File: config.mk
export PLATFORM = sky130hd
export DESIGN_NAME = rggen_register_access_initiator
export DESIGN_NICKNAME = d
export VERILOG_FILES = /design/src/rtl/rggen_register_access_initiator.sv
export SDC_FILE = /design/constraint.sdc
export NUM_CORES = 1
export LEC_CHECK = 0
export CORE_ASPECT_RATIO = 1.2
export CORE_UTILIZATION = 31
export CTS_BUF_LIST = sky130_fd_sc_hd__clkbuf_8
export CTS_CLUSTER_SIZE = 20
export DETAILED_ROUTE_END_ITERATION = 16
export GPL_TIMING_DRIVEN = 0
export PLACE_DENSITY = 0.77
export SYNTH_ARGS = -nofsm -noshare
export SYNTH_HDL_FRONTEND = slang
export SYNTH_SLANG_ARGS = --single-unit
File: constraint.sdc
create_clock -name i_clk -period 2.96 [get_ports i_clk]
set_clock_uncertainty 0.05 [all_clocks]
set_input_delay 0.592 -clock i_clk [delete_from_list [all_inputs] [get_ports i_clk]]
set_output_delay 0.592 -clock i_clk [all_outputs]
set_load 0.02 [all_outputs]
File: src/rtl/rggen_register_access_initiator.sv
// ---------------------------------------------------------------------------
// rggen_register_access_initiator: host request -> register block initiator
// Rev 1.0
// ---------------------------------------------------------------------------
`default_nettype none

module rggen_register_access_initiator #(
  parameter int                       ADDRESS_WIDTH  = 8,
  parameter logic [ADDRESS_WIDTH-1:0] BASE_ADDRESS   = '0,
  parameter int                       BYTE_SIZE      = 256,
  parameter int                       BUS_WIDTH      = 32,
  parameter int                       REGISTERS      = 1,
  parameter bit                       ERROR_STATUS   = 1'b1,
  parameter int                       TIMEOUT_CYCLES = 0
)(
  input  logic                           i_clk,
  input  logic                           i_rst_n,
  input  logic                           i_bus_valid,
  input  logic [1:0]                     i_bus_access,
  input  logic [ADDRESS_WIDTH-1:0]       i_bus_address,
  input  logic [BUS_WIDTH-1:0]           i_bus_write_data,
  input  logic [BUS_WIDTH/8-1:0]         i_bus_strobe,
  output logic                           o_bus_ready,
  output logic [1:0]                     o_bus_status,
  output logic [BUS_WIDTH-1:0]           o_bus_read_data,
  output logic                           o_register_valid,
  output logic [1:0]                     o_register_access,
  output logic [ADDRESS_WIDTH-1:0]       o_register_address,
  output logic [BUS_WIDTH-1:0]           o_register_write_data,
  output logic [BUS_WIDTH/8-1:0]         o_register_strobe,
  input  logic [REGISTERS-1:0]           i_register_active,
  input  logic [REGISTERS-1:0]           i_register_ready,
  input  logic [2*REGISTERS-1:0]         i_register_status,
  input  logic [BUS_WIDTH*REGISTERS-1:0] i_register_read_data
);

  localparam int STROBE_WIDTH = BUS_WIDTH / 8;
  localparam int LSB          = $clog2(STROBE_WIDTH);
  localparam int COUNT_WIDTH  = (TIMEOUT_CYCLES > 0) ? $clog2(TIMEOUT_CYCLES + 1) : 1;
  localparam int RANGE_WIDTH  = ADDRESS_WIDTH + 1;

  localparam logic [ADDRESS_WIDTH-1:0] WORD_MASK   = ~ADDRESS_WIDTH'((1 << LSB) - 1);
  localparam logic [RANGE_WIDTH-1:0]   RANGE_SIZE  = RANGE_WIDTH'(BYTE_SIZE);
  localparam logic [COUNT_WIDTH-1:0]   COUNT_LIMIT = COUNT_WIDTH'(TIMEOUT_CYCLES);
  localparam logic [COUNT_WIDTH-1:0]   COUNT_MAX   = '1;

  localparam logic [1:0] STATUS_OKAY         = 2'b00;
  localparam logic [1:0] STATUS_SLAVE_ERROR  = 2'b10;
  localparam logic [1:0] STATUS_DECODE_ERROR = 2'b11;
  localparam logic [1:0] UNMATCHED_STATUS    = ERROR_STATUS ? STATUS_DECODE_ERROR : STATUS_OKAY;

  typedef enum logic [1:0] {
    IDLE     = 2'd0,
    REQUEST  = 2'd1,
    RESPONSE = 2'd2
  } state_e;

  state_e                   r_state,      w_state_next;
  logic                     r_valid,      w_valid_next;
  logic [1:0]               r_access,     w_access_next;
  logic [ADDRESS_WIDTH-1:0] r_address,    w_address_next;
  logic [BUS_WIDTH-1:0]     r_write_data, w_write_data_next;
  logic [STROBE_WIDTH-1:0]  r_strobe,     w_strobe_next;
  logic [COUNT_WIDTH-1:0]   r_count,      w_count_next;
  logic                     r_bus_ready,  w_bus_ready_next;
  logic [1:0]               r_bus_status, w_bus_status_next;
  logic [BUS_WIDTH-1:0]     r_bus_read_data, w_bus_read_data_next;

  logic [RANGE_WIDTH-1:0]   w_offset;
  logic                     w_in_range;
  logic                     w_active;
  logic                     w_ready;
  logic [1:0]               w_status;
  logic [BUS_WIDTH-1:0]     w_read_data;
  logic [COUNT_WIDTH-1:0]   w_count_inc;

  // Addresses below the base wrap into the extra top bit, so one compare covers both bounds.
  assign w_offset   = {1'b0, i_bus_address} - {1'b0, BASE_ADDRESS};
  assign w_in_range = (w_offset < RANGE_SIZE);

  always_comb begin
    w_active    = |i_register_active;
    w_ready     = 1'b0;
    w_status    = '0;
    w_read_data = '0;
    for (int i = 0; i < REGISTERS; i++) begin
      if (i_register_active[i]) begin
        w_ready     = w_ready | i_register_ready[i];
        w_status    = w_status | i_register_status[2*i+:2];
        w_read_data = w_read_data | i_register_read_data[BUS_WIDTH*i+:BUS_WIDTH];
      end
    end
  end

  assign w_count_inc = (r_count == COUNT_MAX) ? r_count : r_count + 1'b1;

  always_comb begin
    w_state_next         = r_state;
    w_valid_next         = 1'b0;
    w_access_next        = r_access;
    w_address_next       = r_address;
    w_write_data_next    = r_write_data;
    w_strobe_next        = r_strobe;
    w_count_next         = r_count;
    w_bus_ready_next     = 1'b0;
    w_bus_status_next    = '0;
    w_bus_read_data_next = '0;
    case (r_state)
      IDLE: begin
        w_count_next = '0;
        if (i_bus_valid) begin
          w_access_next     = i_bus_access;
          w_address_next    = i_bus_address & WORD_MASK;
          w_write_data_next = i_bus_write_data;
          w_strobe_next     = i_bus_strobe;
          if (w_in_range) begin
            w_state_next = REQUEST;
            w_valid_next = 1'b1;
          end else begin
            w_state_next      = RESPONSE;
            w_bus_ready_next  = 1'b1;
            w_bus_status_next = STATUS_DECODE_ERROR;
          end
        end
      end
      REQUEST: begin
        w_valid_next = 1'b1;
        if (!w_active) begin
          w_state_next      = RESPONSE;
          w_valid_next      = 1'b0;
          w_count_next      = '0;
          w_bus_ready_next  = 1'b1;
          w_bus_status_next = UNMATCHED_STATUS;
        end else if (w_ready) begin
          w_state_next         = RESPONSE;
          w_valid_next         = 1'b0;
          w_count_next         = '0;
          w_bus_ready_next     = 1'b1;
          w_bus_status_next    = w_status;
          w_bus_read_data_next = r_access[0] ? '0 : w_read_data;
        end else begin
          w_count_next = w_count_inc;
          if ((TIMEOUT_CYCLES != 0) && (w_count_inc == COUNT_LIMIT)) begin
            w_state_next      = RESPONSE;
            w_valid_next      = 1'b0;
            w_count_next      = '0;
            w_bus_ready_next  = 1'b1;
            w_bus_status_next = STATUS_SLAVE_ERROR;
          end
        end
      end
      RESPONSE: begin
        w_state_next = IDLE;
        w_count_next = '0;
      end
      default: begin
        w_state_next = IDLE;
        w_count_next = '0;
      end
    endcase
  end

  always_ff @(posedge i_clk or negedge i_rst_n) begin
    if (!i_rst_n) begin
      r_state         <= IDLE;
      r_valid         <= 1'b0;
      r_access        <= '0;
      r_address       <= '0;
      r_write_data    <= '0;
      r_strobe        <= '0;
      r_count         <= '0;
      r_bus_ready     <= 1'b0;
      r_bus_status    <= '0;
      r_bus_read_data <= '0;
    end else begin
      r_state         <= w_state_next;
      r_valid         <= w_valid_next;
      r_access        <= w_access_next;
      r_address       <= w_address_next;
      r_write_data    <= w_write_data_next;
      r_strobe        <= w_strobe_next;
      r_count         <= w_count_next;
      r_bus_ready     <= w_bus_ready_next;
      r_bus_status    <= w_bus_status_next;
      r_bus_read_data <= w_bus_read_data_next;
    end
  end

  assign o_bus_ready           = r_bus_ready;
  assign o_bus_status          = r_bus_status;
  assign o_bus_read_data       = r_bus_read_data;
  assign o_register_valid      = r_valid;
  assign o_register_access     = r_access;
  assign o_register_address    = r_address;
  assign o_register_write_data = r_write_data;
  assign o_register_strobe     = r_strobe;

endmodule

`default_nettype wire

; ---- After elaboration in Yosys (flattened, before gate mapping)
; Cells that the tools add are included.
[word_totals]
regBits = 82
latch_bits = 0
mem_bits_rw = 0
rom_bits = 0
input_bits = 85
output_inout_bits = 82
word_cells = 41
memories = 0
[op_classes]
n_addsub = 0
n_mul = 0
n_div = 0
magnitude_cmp = 1
eq_ne = 3
n_shift = 0
n_mux = 25
bitwise_logic = 0
n_reduce_logical = 3
[ops]
columns = op, n
row1 = 2-to-1 mux 32 bit, 4
row2 = 2-to-1 mux 2 bit, 8
row3 = less-than comparator 8 x 9 -> 1 bit (second input constant), 1
row4 = 2-to-1 mux 1 bit, 9
row5 = case mux 2 bit (2 select lines), 2
row6 = case mux 1 bit (2 select lines), 2
row7 = AND reduction 2 bit, 2
row8 = != test 3 bit (second input constant), 1
row9 = == test 2 x 1 -> 1 bit (second input constant), 1
row10 = logical NOT 2 bit, 1
row11 = != test 2 bit (second input constant), 1

; ---- Logic depth before layout (Yosys ltp)
[logic_depth]
depth_word = 4
depth_mapped = 4
ltp_nobuf = 2

; ---- Worst setup path after synthesis
; OpenSTA, ideal clock, no wires.
[synth_path]
path_type = input to register
start = in i_bus_valid
end = reg r_address[2] (netlist: o_register_address[2])
setup_ns = 0.125
arrival_ns = 1.470
t_required_ns = 2.785
path_slack_ns = 1.315
stages = 3
path_cell_list = nor3b_4 > buf_6 > mux2_2
[synth_via]
elab_chain_cells = 1
[synth_lines]
columns = element, line
row1 = from (decl), 18  ; input logic i_bus_valid,
row2 = AND reduction 2 bit (no source line), --
row3 = to (signal assigned), 179  ; r_address <= w_address_next;
row4 = to (decl), 61  ; logic [ADDRESS_WIDTH-1:0] r_address, w_address_next;
; No other way between the ends.
; A chain may end at the register's enable or synchronous reset.

; ---- Final worst setup path
[layout_path]
start = reg r_access[0] (netlist: o_register_access[0])
end = out o_register_access[0]
[layout_lines]
columns = element, line
row1 = from (decl), 60  ; logic [1:0] r_access, w_access_next;
row2 = from (signal assigned), 178  ; r_access <= w_access_next;
row3 = to (decl), 27  ; output logic [1:0] o_register_access,
; No word-level cell between the ends.

==> flow_metrics.env <==
export IMPL_status="finished, final reports clean"
export IMPL_crit_type="reg2out"
export IMPL_syn_to_final_growth_pct=65.32
export IMPL_grt_start_max_net_pins=68
export IMPL_clock_path_buffers=2
export IMPL_ant_nets=0
export IMPL_syn_inst=218
export IMPL_yosys_warnings=0
export IMPL_clk_latency_ps=340
export IMPL_slowest_delay_ps=640
export IMPL_end_kind="output pin"
export IMPL_cts_root_buf="clkbuf_8"
export IMPL_whs_ps=62.42
export IMPL_synth_top_cells_by_area="dfrtp_1 68%, mux2_2 15%, nor3_1 5.3%, inv_1 4.0%, buf_6 1.5%"
export IMPL_remaining_drc_errors=0
export IMPL_r2r_end="o_register_write_data[13]"
export IMPL_layout_common_cells="161 x clkdlybuf4s50_1, 82 x dfrtp_1, 41 x mux2_2"
export IMPL_initial_utilization=0.3183
export IMPL_layout_commonest_cell="clkdlybuf4s50_1"
export IMPL_cts_tree="done"
export IMPL_drv_cap=0
export IMPL_rsz0062_at_grt="no"
export IMPL_cts_setup_buffers=0
export IMPL_hold_viol_final=0
export IMPL_ys_types=17
export IMPL_cts_hold_buf=0
export IMPL_crit_family="buffers and inverters"
export IMPL_grt_overflow_total=0
export IMPL_ios=167
export IMPL_clkTransAtPathRegs_ps=80
export IMPL_r2r_cells=3
export IMPL_placed_area_um2=4817
export IMPL_firstDrtPassIters=3
export IMPL_stdcell_count=521
export IMPL_grt_pass1_wl_um=11060
export IMPL_path_buf_inv=1
export IMPL_dp_hpwl_um=5295
export IMPL_setup_viol=0
export IMPL_insertedDiodeCount=0
export IMPL_timing_final_crit_share=0.6689
export IMPL_timing_final_crit_period_ps=1980
export IMPL_drive_above_1_share=0.1658
export IMPL_p_leak_nw=2.213
export IMPL_htree_levels=3
export IMPL_slowest_stage="clkdlybuf4s50_1"
export IMPL_vias=2196
export IMPL_synth_yosys_seq_area_share=0.6811
export IMPL_ir_worst_vdd_v=0.0002857
export IMPL_die_area_um2=10120
export IMPL_r2r_slack_ps=1280
export IMPL_critical_path_arrival_ps=1340
export IMPL_synth_top_area_frac=0.6811
export IMPL_drt_initial_drc_count=35
export IMPL_die_y_um=110.0
export IMPL_core_um2=9467
export IMPL_finalSetupTns_ps=0
export IMPL_crit_required_ps=2320
export IMPL_slew_headroom=0.6566
export IMPL_synth_avg_cell_area_um2=13.82
export IMPL_clock_sinks=82
export IMPL_nets=478
export IMPL_cts_resized=0
export IMPL_cp_max_fo=3
export IMPL_antenna_found_initial=0
export IMPL_yosysTopAreaCell="dfrtp_1"
export IMPL_final_cell_area_um2=4981
export IMPL_reg2reg_from="r_state[1]"
export IMPL_max_freq_ghz=0.5050
export IMPL_die_w_um=92.00
export IMPL_drt_total_wl_um=7051
export IMPL_placed_cells=505
export IMPL_worstMarginPinSlew_ps=514.6
export IMPL_cts_buffers=9
export IMPL_syn_cell_area_um2=3013
export IMPL_grt_pass1_vias=2333
export IMPL_crit_chain="clkdlybuf4s50_1"
export IMPL_gp_congestion=0.6608
export IMPL_ys_ff_latch=82
export IMPL_min_path_type="in2async"
export IMPL_maxSlewViolCount=0
export IMPL_vias_per_cell=4.215
export IMPL_start_kind="flop"
export IMPL_port_buffers=162
export IMPL_wl_per_cell_um=13.53
export IMPL_powerDensity_nw_per_um2=692.9
export IMPL_grt_total_usage=0.1427
export IMPL_finalPower_mw=3.451
export IMPL_rows=39
## cell type report
cell class	count	area, um^2
fillers	828	4486
flip-flops and latches	82	2052
repair buffers	163	1647
multi-input cells	91	750.7
well taps	123	153.9
clock buffers	10	137.6
inverters	33	123.9
plain buffers	13	90.09
clock inverters	6	26.28
## per-layer routing
layer / track usage / wire length, um / vias to the layer above
met4: 0.07366 / 99 / 0
met2: 0.2388 / 3529 / 105
li1: - / - / 1052
met5: 0 / 0 / -
met3: 0.05418 / 779 / 8
met1: 0.1595 / 2642 / 1031
## Yosys cell counts, drive strengths merged
cell	number
dfrtp	82
nand3b	1
mux2	44
nand4bb	1
nor3	32
clkinv	1
nand2b	2
inv	32
a21oi	6
nand2	2
buf	9
conb	1
nor3b	1
clkbuf	4
## cell families after synthesis
family / Yosys count / share of synthesized area
mux: 44 / 0.1645
buf+inv: 46 / 0.07101
flops: 82 / 0.6811
simple gates: 39 / 0.07226
compound gates: 6 / 0.009967
other cells: 1 / 0.001245
## flip-flops by register name, summed over array words and instances (netlist names), 2 cells and up
name	cells
o_bus_status	2
o_register_strobe	4
o_register_address	6
o_register_write_data	32
o_bus_read_data	32
r_state	2
o_register_access	2
## report_power, final
part	leakage, nW	switching [mW]	internal (mW)
combinational	1.08	0.577	0.712
sequential	1.04	0.117	1.36
clock	0.0996	0.370	0.315
## stage by stage
step	utilization	setup WS, ps
CTS	0.5262	929.2
finish	0.5262	980.0
global placement	0.5062	-1592
detailed placement	0.5089	628.3
global route	0.5262	893.4
floorplan	-	1315
## how the worst max path moves through the flow
stage                               from                    end  slack, ps  cells after the start
finish              o_register_access[0]   o_register_access[0]        980                      1
global route                 i_bus_valid  o_register_address[5]        890                      4
global placement                 i_rst_n     o_bus_read_data[2]      -1590                      1
detailed placement           i_bus_valid  o_register_address[2]        630                      4
CTS                 o_register_access[0]   o_register_access[0]        930                      1
floorplan                    i_bus_valid  o_register_address[2]       1320                      3
No activity file was read; power rests on OpenSTA's default activity.
